--- config.mk ---
export PLATFORM = sky130hd
export DESIGN_NAME = cnn_kernel_bias_bank
export DESIGN_NICKNAME = d
export VERILOG_FILES = /design/src/rtl/cnn_kb_pkg.sv /design/src/rtl/cnn_kb_channel.sv /design/src/rtl/cnn_kernel_bias_bank.sv
export SDC_FILE = /design/constraint.sdc
export NUM_CORES = 2
export LEC_CHECK = 0
export CORE_UTILIZATION = 35
export CTS_CLUSTER_SIZE = 40
export DETAILED_ROUTE_END_ITERATION = 7
export DONT_BUFFER_PORTS = 1
export PLACE_DENSITY = 0.58
export RECOVER_POWER = 100
export SLEW_MARGIN = 10
export SYNTH_ARGS = -nofsm -noshare
export SYNTH_HDL_FRONTEND = slang
export SYNTH_SLANG_ARGS = --single-unit
--- constraint.sdc ---
create_clock -name i_clock -period 2.8 [get_ports i_clock]
set_clock_uncertainty 0.1 [all_clocks]
set_input_delay 0.84 -clock i_clock [delete_from_list [all_inputs] [get_ports i_clock]]
set_output_delay 0.84 -clock i_clock [all_outputs]
set_load 0.005 [all_outputs]
--- src/rtl/cnn_kb_pkg.sv ---
// -----------------------------------------------------------------------------
// cnn_kb_pkg
// Shared types and helpers for the CNN kernel/bias ping-pong bank.
//   kb_state_e     : per-channel clear engine state
//   kb_addr_width  : word address width for a bank of a given depth
//   kb_lane_width  : element-lane select width inside one RAM word
//   kb_lsb         : bit offset of channel slice c in a flattened port vector
//                    (channel 0 occupies the least-significant slice)
// -----------------------------------------------------------------------------
package cnn_kb_pkg;

  typedef enum logic [0:0] {
    KB_IDLE  = 1'b0,
    KB_CLEAR = 1'b1
  } kb_state_e;

  function automatic int kb_addr_width(input int depth);
    return $clog2(depth);
  endfunction

  function automatic int kb_lane_width(input int data_width, input int elem_width);
    return $clog2(data_width / elem_width);
  endfunction

  function automatic int kb_lsb(input int idx, input int width);
    return idx * width;
  endfunction

endpackage

--- src/rtl/cnn_kb_channel.sv ---
// -----------------------------------------------------------------------------
// cnn_kb_channel
// One channel of the kernel/bias store: two inferred RAM banks, a clear engine
// that zeroes the shadow bank, the write/drop path and a 2-stage element read.
// Ports:
//   clk_i, rst_ni        clock, asynchronous active-low reset
//   active_bank_i        bank currently read by compute; the other is shadow
//   wenable_i            write strobe into the shadow bank
//   waddress_i/wdata_i   write word address and data
//   clear_i              start zeroing the shadow bank
//   rd_valid_i/rd_ptr_i  element read request (pointer = {word, lane})
//   rd_valid_o           read result valid (2 cycles after request)
//   rd_word_o/rd_elem_o  addressed word and selected element (held when idle)
//   clear_busy_o         clear engine running
//   wdrop_o              write was dropped during a clear (1-cycle pulse)
// -----------------------------------------------------------------------------
module cnn_kb_channel
  import cnn_kb_pkg::*;
#(
  parameter int DATA_WIDTH = 32,
  parameter int ELEM_WIDTH = 8,
  parameter int DEPTH      = 16,
  parameter int ADDR_WIDTH = kb_addr_width(DEPTH),
  parameter int LANE_WIDTH = kb_lane_width(DATA_WIDTH, ELEM_WIDTH),
  parameter int PTR_WIDTH  = ADDR_WIDTH + LANE_WIDTH
) (
  input  logic                  clk_i,
  input  logic                  rst_ni,
  input  logic                  active_bank_i,
  input  logic                  wenable_i,
  input  logic [ADDR_WIDTH-1:0] waddress_i,
  input  logic [DATA_WIDTH-1:0] wdata_i,
  input  logic                  clear_i,
  input  logic                  rd_valid_i,
  input  logic [PTR_WIDTH-1:0]  rd_ptr_i,
  output logic                  rd_valid_o,
  output logic [DATA_WIDTH-1:0] rd_word_o,
  output logic [ELEM_WIDTH-1:0] rd_elem_o,
  output logic                  clear_busy_o,
  output logic                  wdrop_o
);

  localparam int LANES = DATA_WIDTH / ELEM_WIDTH;

  // ---------------------------------------------------------------------------
  // Clear engine
  // ---------------------------------------------------------------------------
  kb_state_e             state_q, state_d;
  logic [ADDR_WIDTH-1:0] cnt_q, cnt_d;
  logic                  busy;

  assign busy = (state_q == KB_CLEAR);

  always_comb begin
    state_d = state_q;
    cnt_d   = cnt_q;
    unique case (state_q)
      KB_IDLE: begin
        if (clear_i) begin
          state_d = KB_CLEAR;
          cnt_d   = '0;
        end
      end
      KB_CLEAR: begin
        cnt_d = cnt_q + 1'b1;
        if (cnt_q == ADDR_WIDTH'(DEPTH - 1)) begin
          state_d = KB_IDLE;
        end
      end
      default: state_d = KB_IDLE;
    endcase
  end

  always_ff @(posedge clk_i or negedge rst_ni) begin
    if (!rst_ni) begin
      state_q <= KB_IDLE;
      cnt_q   <= '0;
    end else begin
      state_q <= state_d;
      cnt_q   <= cnt_d;
    end
  end

  // ---------------------------------------------------------------------------
  // Write mux: the clear engine owns the write port while busy, and any host
  // write arriving then is discarded and flagged.
  // ---------------------------------------------------------------------------
  logic                  shadow_bank;
  logic                  wr_en;
  logic [ADDR_WIDTH-1:0] wr_addr;
  logic [DATA_WIDTH-1:0] wr_data;
  logic                  wdrop_q, wdrop_d;

  assign shadow_bank = ~active_bank_i;
  assign wr_en       = busy | wenable_i;
  assign wr_addr     = busy ? cnt_q : waddress_i;
  assign wr_data     = busy ? '0 : wdata_i;
  assign wdrop_d     = busy & wenable_i;

  always_ff @(posedge clk_i or negedge rst_ni) begin
    if (!rst_ni) begin
      wdrop_q <= 1'b0;
    end else begin
      wdrop_q <= wdrop_d;
    end
  end

  // ---------------------------------------------------------------------------
  // Read pipeline. Stage 1 captures the pointer and the bank that was active
  // at issue, so a swap landing in between does not redirect an in-flight read.
  // ---------------------------------------------------------------------------
  logic                  rd_v1_q, rd_v2_q;
  logic [ADDR_WIDTH-1:0] addr1_q;
  logic [LANE_WIDTH-1:0] lane1_q, lane2_q;
  logic                  bank1_q, bank2_q;

  always_ff @(posedge clk_i or negedge rst_ni) begin
    if (!rst_ni) begin
      rd_v1_q <= 1'b0;
      addr1_q <= '0;
      lane1_q <= '0;
      bank1_q <= 1'b0;
      rd_v2_q <= 1'b0;
      lane2_q <= '0;
      bank2_q <= 1'b0;
    end else begin
      rd_v1_q <= rd_valid_i;
      if (rd_valid_i) begin
        addr1_q <= rd_ptr_i[PTR_WIDTH-1:LANE_WIDTH];
        lane1_q <= rd_ptr_i[LANE_WIDTH-1:0];
        bank1_q <= active_bank_i;
      end
      rd_v2_q <= rd_v1_q;
      // Lane and bank select only move with valid data so idle outputs hold.
      if (rd_v1_q) begin
        lane2_q <= lane1_q;
        bank2_q <= bank1_q;
      end
    end
  end

  // ---------------------------------------------------------------------------
  // Two banks, each a simple dual-port RAM with a registered read port.
  // ---------------------------------------------------------------------------
  logic [DATA_WIDTH-1:0] bank_rdata [2];

  for (genvar gi = 0; gi < 2; gi++) begin : g_bank
    localparam logic BANK_ID = (gi == 1);

    logic [DATA_WIDTH-1:0] mem [DEPTH];
    logic [DATA_WIDTH-1:0] rdata_q;

    always_ff @(posedge clk_i) begin
      if (wr_en && (shadow_bank == BANK_ID)) begin
        mem[wr_addr] <= wr_data;
      end
    end

    always_ff @(posedge clk_i or negedge rst_ni) begin
      if (!rst_ni) begin
        rdata_q <= '0;
      end else if (rd_v1_q && (bank1_q == BANK_ID)) begin
        rdata_q <= mem[addr1_q];
      end
    end

    assign bank_rdata[gi] = rdata_q;
  end

  assign rd_word_o = bank_rdata[bank2_q];

  // Lane 0 sits in the least-significant bits of the word.
  logic [ELEM_WIDTH-1:0] lane_elem [LANES];

  for (genvar gi = 0; gi < LANES; gi++) begin : g_lane
    assign lane_elem[gi] = rd_word_o[gi*ELEM_WIDTH +: ELEM_WIDTH];
  end

  assign rd_elem_o    = lane_elem[lane2_q];
  assign rd_valid_o   = rd_v2_q;
  assign clear_busy_o = busy;
  assign wdrop_o      = wdrop_q;

endmodule

--- src/rtl/cnn_kernel_bias_bank.sv ---
// -----------------------------------------------------------------------------
// cnn_kernel_bias_bank
// Multi-channel double-buffered kernel/bias store. Host writes and clears go to
// each channel's shadow bank while compute reads the active bank; a global
// swap handshake exchanges the banks on all channels at once.
// Ports:
//   i_clock, i_reset        clock, asynchronous active-low reset
//   i_wenable/i_waddress/i_wdata  per-channel shadow write (slice c = channel c)
//   i_clear                 per-channel clear start pulse
//   i_swap_req              swap request pulse (merged while pending)
//   i_rd_valid/i_rd_ptr     per-channel element read request
//   o_rd_valid/o_rd_word/o_rd_elem  per-channel read result (latency 2)
//   o_clear_busy            per-channel clear in progress
//   o_wdrop                 per-channel dropped-write pulse
//   o_swap_pending          swap accepted but waiting for clears to finish
//   o_swap_ack              pulse on the cycle the new active bank appears
//   o_active_bank           active bank index shared by all channels
// -----------------------------------------------------------------------------
module cnn_kernel_bias_bank
  import cnn_kb_pkg::*;
#(
  parameter int DATA_WIDTH = 32,
  parameter int ELEM_WIDTH = 8,
  parameter int CH_NUM     = 4,
  parameter int DEPTH      = 16,
  parameter int ADDR_WIDTH = kb_addr_width(DEPTH),
  parameter int LANE_WIDTH = kb_lane_width(DATA_WIDTH, ELEM_WIDTH),
  parameter int PTR_WIDTH  = ADDR_WIDTH + LANE_WIDTH
) (
  input  logic                         i_clock,
  input  logic                         i_reset,
  input  logic [CH_NUM-1:0]            i_wenable,
  input  logic [CH_NUM*ADDR_WIDTH-1:0] i_waddress,
  input  logic [CH_NUM*DATA_WIDTH-1:0] i_wdata,
  input  logic [CH_NUM-1:0]            i_clear,
  input  logic                         i_swap_req,
  input  logic [CH_NUM-1:0]            i_rd_valid,
  input  logic [CH_NUM*PTR_WIDTH-1:0]  i_rd_ptr,
  output logic [CH_NUM-1:0]            o_rd_valid,
  output logic [CH_NUM*DATA_WIDTH-1:0] o_rd_word,
  output logic [CH_NUM*ELEM_WIDTH-1:0] o_rd_elem,
  output logic [CH_NUM-1:0]            o_clear_busy,
  output logic [CH_NUM-1:0]            o_wdrop,
  output logic                         o_swap_pending,
  output logic                         o_swap_ack,
  output logic                         o_active_bank
);

  // ---------------------------------------------------------------------------
  // Swap control. A pending swap waits until no channel is clearing, so a
  // half-zeroed bank never becomes active. Requests arriving while one is
  // pending (including in the apply cycle) fold into that same swap.
  // ---------------------------------------------------------------------------
  logic              active_q, active_d;
  logic              pending_q, pending_d;
  logic              ack_q, ack_d;
  logic              apply;
  logic [CH_NUM-1:0] busy;

  assign apply = pending_q & ~(|busy);

  always_comb begin
    active_d  = active_q;
    pending_d = pending_q | i_swap_req;
    ack_d     = 1'b0;
    if (apply) begin
      active_d  = ~active_q;
      pending_d = 1'b0;
      ack_d     = 1'b1;
    end
  end

  always_ff @(posedge i_clock or negedge i_reset) begin
    if (!i_reset) begin
      active_q  <= 1'b0;
      pending_q <= 1'b0;
      ack_q     <= 1'b0;
    end else begin
      active_q  <= active_d;
      pending_q <= pending_d;
      ack_q     <= ack_d;
    end
  end

  assign o_swap_pending = pending_q;
  assign o_swap_ack     = ack_q;
  assign o_active_bank  = active_q;
  assign o_clear_busy   = busy;

  // ---------------------------------------------------------------------------
  // Channels
  // ---------------------------------------------------------------------------
  for (genvar gi = 0; gi < CH_NUM; gi++) begin : g_ch
    cnn_kb_channel #(
      .DATA_WIDTH (DATA_WIDTH),
      .ELEM_WIDTH (ELEM_WIDTH),
      .DEPTH      (DEPTH),
      .ADDR_WIDTH (ADDR_WIDTH),
      .LANE_WIDTH (LANE_WIDTH),
      .PTR_WIDTH  (PTR_WIDTH)
    ) u_channel (
      .clk_i         (i_clock),
      .rst_ni        (i_reset),
      .active_bank_i (active_q),
      .wenable_i     (i_wenable[gi]),
      .waddress_i    (i_waddress[kb_lsb(gi, ADDR_WIDTH) +: ADDR_WIDTH]),
      .wdata_i       (i_wdata[kb_lsb(gi, DATA_WIDTH) +: DATA_WIDTH]),
      .clear_i       (i_clear[gi]),
      .rd_valid_i    (i_rd_valid[gi]),
      .rd_ptr_i      (i_rd_ptr[kb_lsb(gi, PTR_WIDTH) +: PTR_WIDTH]),
      .rd_valid_o    (o_rd_valid[gi]),
      .rd_word_o     (o_rd_word[kb_lsb(gi, DATA_WIDTH) +: DATA_WIDTH]),
      .rd_elem_o     (o_rd_elem[kb_lsb(gi, ELEM_WIDTH) +: ELEM_WIDTH]),
      .clear_busy_o  (busy[gi]),
      .wdrop_o       (o_wdrop[gi])
    );
  end

endmodule
# Word-level counts from Yosys, hierarchy flattened
# Memories as Yosys holds them, arrays and structs flattened. A register that Yosys moved wholly into a read port is not among the register bits.
# Index checks and enable logic that the tools add are counted.
totals:
  register_bits: 75
  latchBits: 0
  ram_bits: 4096
  romBits: 0
  inputBits: 183
  memories: 8
classes:
  addsub: 4
  multipliers: 0
  div_mod_pow: 0
  order_cmp: 8
  n_eq_ne: 8
  n_shift: 0
  muxes: 70
  bitwise: 28
  reduce_logical: 25
mem_list:
  columns: ["memory", "depth", "word_bits", "read_ports", "rd_clocked_by_memory_dff", "write_ports", "line_no", "rtl"]
  rows:
  - ["g_ch[0].u_channel.g_bank[0].mem", 16, 32, 1, 1, 1, "cnn_kb_channel.sv:150", "logic [DATA_WIDTH-1:0] mem [DEPTH];"]
  - ["g_ch[0].u_channel.g_bank[1].mem", 16, 32, 1, 1, 1, "cnn_kb_channel.sv:150", null]
  - ["g_ch[1].u_channel.g_bank[0].mem", 16, 32, 1, 1, 1, "cnn_kb_channel.sv:150", null]
  - ["g_ch[1].u_channel.g_bank[1].mem", 16, 32, 1, 1, 1, "cnn_kb_channel.sv:150", null]
  - ["g_ch[2].u_channel.g_bank[0].mem", 16, 32, 1, 1, 1, "cnn_kb_channel.sv:150", null]
  - ["g_ch[2].u_channel.g_bank[1].mem", 16, 32, 1, 1, 1, "cnn_kb_channel.sv:150", null]
  - ["+2 memories", null, null, null, null, null, null, null]
op_table:
  columns: ["operator", "n"]
  rows:
  - ["two-way mux 32 bit", 16]
  - ["binary-select mux 8 bit (select 2 bit)", 4]
  - ["two-way mux 8 bit", 8]
  - ["two-way mux 4 bit", 8]
  - ["case mux 4 bit (2 select lines)", 4]
  - ["two-way mux 1 bit", 26]
  - ["adder 4 x 1 -> 4 bit (second input constant)", 4]
  - ["== test 4 bit (second input constant)", 4]
  - ["logical AND 1 bit", 16]
  - [">= comparator 3 bit (second input constant)", 4]
  - ["NOT 2 -> 3 bit", 4]
  - ["NOT 1 bit", 10]
  - [">= comparator 2 bit (second input constant)", 4]
  - ["logical NOT 1 bit", 8]
  - ["inequality test 2 bit (second input constant)", 4]
  - ["NOT 1 -> 2 bit", 4]
  - ["case mux 1 bit (2 select lines)", 4]
  - ["bitwise AND 1 bit", 5]
  - ["bitwise OR 1 bit", 5]
  - ["OR reduction 4 bit", 1]

# Depth between registers and ports, before layout
depth:
  word_depth: 7
  mapped_depth: 7
  ltp_nobuf: 4

# Hierarchy
# Synthesis repeated with hierarchy kept, for this count alone.
hier_totals:
  cells_unflattened: 10157
  hier_area_um2: 173869.3
by_module_without_submodules:
  columns: ["mod", "n_inst", "cells_per_inst", "area_per_inst_um2"]
  rows:
  - ["cnn_kb_channel at g_ch[1].u_channel ...", 3, 2537, 43436.7]
  - ["cnn_kb_channel at g_ch[0].u_channel", 1, 2538, 43454.2]
  - ["cnn_kernel_bias_bank", 1, 8, 105.1]

# Worst setup path after synthesis
# OpenSTA, ideal clock, no wires.
synth_path:
  path_kind: "in2reg"
  from: "input port i_waddress[0]"
  to: "memory g_ch[0].u_channel.g_bank[1].mem[8][0], enable pin"
  setup_ns: 0.421
  arrival_time_ns: 2.791
  path_slack_ns: -0.512
  cell_stages: 3
  n_path_buf: 0
  cell_sequence: "o32a_1 nand2b_1 nor2_1"
synth_between:
  elab_chain_len: 1
synth_rtl:
  columns: ["item", "line_no", "rtl"]
  rows:
  - ["start, declared", "cnn_kernel_bias_bank.sv:33", "input logic [CH_NUM*ADDR_WIDTH-1:0] i_waddress,"]
  - ["two-way mux 4 bit", "cnn_kb_channel.sv:96", "assign wr_addr = busy ? cnt_q : waddress_i;"]
  - ["end, declared", "cnn_kb_channel.sv:150", null]
# No other way between the ends.

# Worst setup path after layout
layout_path:
  from: "register g_ch[1].u_channel.bank2_q"
  to: "output port o_rd_elem[12]"
layout_between:
  elab_chain_len: 7
layout_rtl:
  columns: ["item", "line_no", "rtl"]
  rows:
  - ["start, declared", "cnn_kb_channel.sv:115", "logic bank1_q, bank2_q;"]
  - ["start signal, assigned", "cnn_kb_channel.sv:137", "bank2_q <= bank1_q;"]
  - ["NOT 1 -> 2 bit (implied by the code)", "cnn_kb_channel.sv:170", "assign rd_word_o = bank_rdata[bank2_q];"]
  - ["two-way mux 32 bit (implied by the code) (3 in a row)", "cnn_kb_channel.sv:170", null]
  - ["binary-select mux 8 bit (select 2 bit)", "cnn_kb_channel.sv:179", "assign rd_elem_o = lane_elem[lane2_q];"]
  - ["two-way mux 8 bit (implied by the code) (2 in a row)", "cnn_kb_channel.sv:179", null]
  - ["end, declared", "cnn_kernel_bias_bank.sv:41", "output logic [CH_NUM*ELEM_WIDTH-1:0] o_rd_elem,"]
# No other way between the ends. The select of a mux whose other input is x is not followed.

==> impl_metrics.tcl <==
set metrics [dict create \
    crit_fanout 12 \
    synth_top_area_share 0.7070 \
    synth-edff-count 4096 \
    initial_core_util 0.3520 \
    power_frac_comb 0.164 \
    h-tree-depth 5 \
    cts_made_buffers 448 \
    wire_per_inst_um 26.38 \
    p_switching_uw 49390 \
    tns_ps -1230620 \
    drt-initial-drc-count 9311 \
    layout_min_cycle_time_ps 3495 \
    hold_viol 0 \
    drtPass1Iterations 5 \
    grt_pass1_vias 93930 \
    drt-total-wl_mm 468.5 \
    cp.arrival_ps 2560 \
    yosysUniqueCellTypes 38 \
    fin_area_um2 203200 \
    setup_viol 4839 \
    die_h_um 707.0 \
    placementRows 258 \
    required_ps 1860 \
    tightestPinTransition_ps 2094 \
    die_area_um2 499900 \
    status "complete, but fails checks" \
    synth_seq_area_share 0.7546 \
    crit_type "register to primary output" \
    peakVddDrop_uv 699.3 \
    slew_headroom -0.3957 \
    numPortBuffers 0 \
    grt_pass1_wl_mm 670.1 \
    rsz0062_at_grt "yes" \
    p_leak_uw 0.07216 \
    pwr-share-clk 0.339 \
    placed_area_um2 188100 \
    syn-num-nets 10360 \
    hold_depth 1 \
    worstRegToRegCells 5 \
    end_kind "primary output" \
    drv_cap 2 \
    chipWidth_um 707.0 \
    synth-main-ff-cell "edfxtp_1" \
    area_growth_pct 16.79 \
    cts_sinks 4427 \
    cts_buffer_depth 4 \
    dp_hpwl_mm 290.9 \
    grt_antenna_before_repair 41 \
    swShare 0.2797 \
    grt-ovfl-total 0 \
    ys_top_cells_by_area "edfxtp_1 71%, mux2i_1 12%, dfrtp_1 4.8%, a22oi_1 2.9%, nand2_1 1.8%" \
    fin_ws_ps -695.1 \
    syn-cell-area_um2 174000 \
    ant_nets 0 \
    drc 0 \
    syn_area_per_cell_um2 17.10 \
    root_buffer "clkbuf_16" \
    max_freq_ghz 0.2861 \
    synth_top_area_cell "edfxtp_1" \
    ys_warn_count 0 \
    intPower_uw 127200 \
    core_um2 494200 \
    grt_usage 0.1808 \
    cp-start-kind "register" \
    synthCells 10180 \
    clock_latency_ps 1010 \
    min-delay-path-class "primary input to register" \
    place_congestion 0.8660 \
    period_share 1.248 \
    vias 93540 \
    clkTransAtPathRegs_ps 60 \
    vias_per_cell 5.267 \
    fin_nets 10910 \
    cts_tree "yes" \
    ys_ff_latch 4427 \
    grt_max_degree 168 \
    sequentialPowerShare 0.497 \
    postSynth.asyncResetShare 0.07477 \
    drive_above_1_share 0.1599 \
    io-pin-count 358 \
    violations "capacitance limit, slew limit, setup timing" \
    slew_violations 182 \
    p_per_area_nw_per_um2 869.0 \
]
-- area by class of cell --
type / instances / area (µm²)
antenna: 4 / 10.01
clock buffer: 611 / 12230
clock inverter: 237 / 2596
fill: 43680 / 291000
inverter: 27 / 101.3
multi-input combinational: 5123 / 40710
sequential: 4427 / 131300
tap: 6630 / 8295
timing repair buffer: 700 / 7955
-- worst max-delay path, cell delays in order (launching register included) --
cell	delay, ps
dfrtp_2	430
buf_12	160
mux2_4	330
mux4_2	600
-- metal layers --
metal	track usage	routed length (µm)	vias to the layer above
met4	0.05240	14650	6
met5	0	46	-
met2	0.3071	229400	3239
li1	-	-	40880
met1	0.2422	196100	48700
met3	0.02429	28340	714
-- what timing repair did --
action                                  in CTS  in global routing
endpoints found under the setup margin     164                162
buffers inserted                             9                  3
hold buffers                                38                  0
gates cloned                                 7                  4
resized for setup                           58                  7
hold endpoints to repair                   215                  0
-- stage by stage --
step	utilization	hold slack, ps	setup slack (ps)	total power, µW	std cells
final	0.4111	133.4	-695.1	176600	17760
after global placement	0.3806	362.1	61.58	117100	16850
after global routing	0.4111	70.25	-758.7	182300	17760
after detailed placement	0.3807	371.3	-286.8	118100	16850
after CTS	0.4125	16.26	-786.9	178200	17750
after floorplan	-	248.7	-512.0	102600	10180
-- path summary, 6_finish.rpt --
check / startpoint / to / slack [ps]
max: g_ch[1].u_channel.bank2_q$_DFFE_PN0P_ / o_rd_elem[12] / -700
min: i_wdata[39] / g_ch[1].u_channel.g_bank[0].mem[6][7]$_DFFE_PP_ / 130
min reg2reg: g_ch[2].u_channel.g_bank[1].rdata_q[14]$_DFFE_PN0P_ / g_ch[2].u_channel.g_bank[1].rdata_q[14]$_DFFE_PN0P_ / 390
max in group asynchronous: i_reset / g_ch[1].u_channel.clear_busy_o$_DFF_PN0_ / 0
max reg2reg: o_active_bank$_DFFE_PN0P_ / g_ch[3].u_channel.g_bank[0].mem[7][16]$_DFFE_PP_ / -660
min in group asynchronous: i_reset / g_ch[3].u_channel.g_bank[1].rdata_q[14]$_DFFE_PN0P_ / 790
-- sequential cells by signal, summed over array words and instances, names as in the netlist, 8 cells and up --
name / flops
g_ch.u_channel.lane1_q: 8
g_ch.u_channel.cnt_q: 16
g_ch.u_channel.g_bank.rdata_q: 256
g_ch.u_channel.lane2_q: 8
g_ch.u_channel.addr1_q: 16
g_ch.u_channel.g_bank.mem: 4096
-- power by group through the flow --
stage          logic (µW)  registers [µW]  clock network [µW]
5_1_grt             30700           88300               63200
4_1_cts             29600           87700               60900
6_report            29000           87800               59800
2_1_floorplan       15800           86800                   0
3_3_place_gp        28200           88900                   0
3_5_place_dp        28900           89200                   0
-- synthesized netlist by cell type, drive strengths merged, types with 4 or more instances --
| cell type | number |
|---|---|
| nand4 | 174 |
| ha | 4 |
| mux4 | 32 |
| nor2b | 147 |
| nand2 | 817 |
| a2bb2oi | 4 |
| mux2i | 2048 |
| nor2 | 169 |
| a22oi | 682 |
| inv | 27 |
| mux2 | 160 |
| o32a | 4 |
| dfrtp | 331 |
| a41oi | 4 |
| clkbuf | 209 |
| o31ai | 6 |
| nand3b | 4 |
| a32oi | 10 |
| buf | 389 |
| edfxtp | 4096 |
| xnor2 | 4 |
| and2 | 9 |
| a21oi | 175 |
| nand3 | 604 |
| o32ai | 6 |
| nand2b | 32 |
| o21ai | 22 |
-- layout by cell type (no fill, tap or decap), types with 139 or more instances in the layout --
cell type  netlist  routed
dfrtp_1        331     323
nand4_1        174     174
clkbuf_1       209     139
nand3_1        604     600
buf_4          171     294
clkbuf_16        0     457
a22oi_1        682     682
edfxtp_1      4096    4096
nand2_1        817     815
mux2i_1       2048    2048
buf_12           8     196
nor2_4           0     139
a21oi_1        175     173
-- kinds of logic after synthesis --
logic type / synth area share
multiplexers: 0.1348
XOR/XNOR: 0.0002517
adder cells (fa/ha/maj): 0.0002877
AND/OR/NAND/NOR: 0.05196
AO/OA/AOI/OAI: 0.03686
flip-flops: 0.7546
buffers and inverters: 0.02123
No activity file was read; power rests on OpenSTA's default activity.
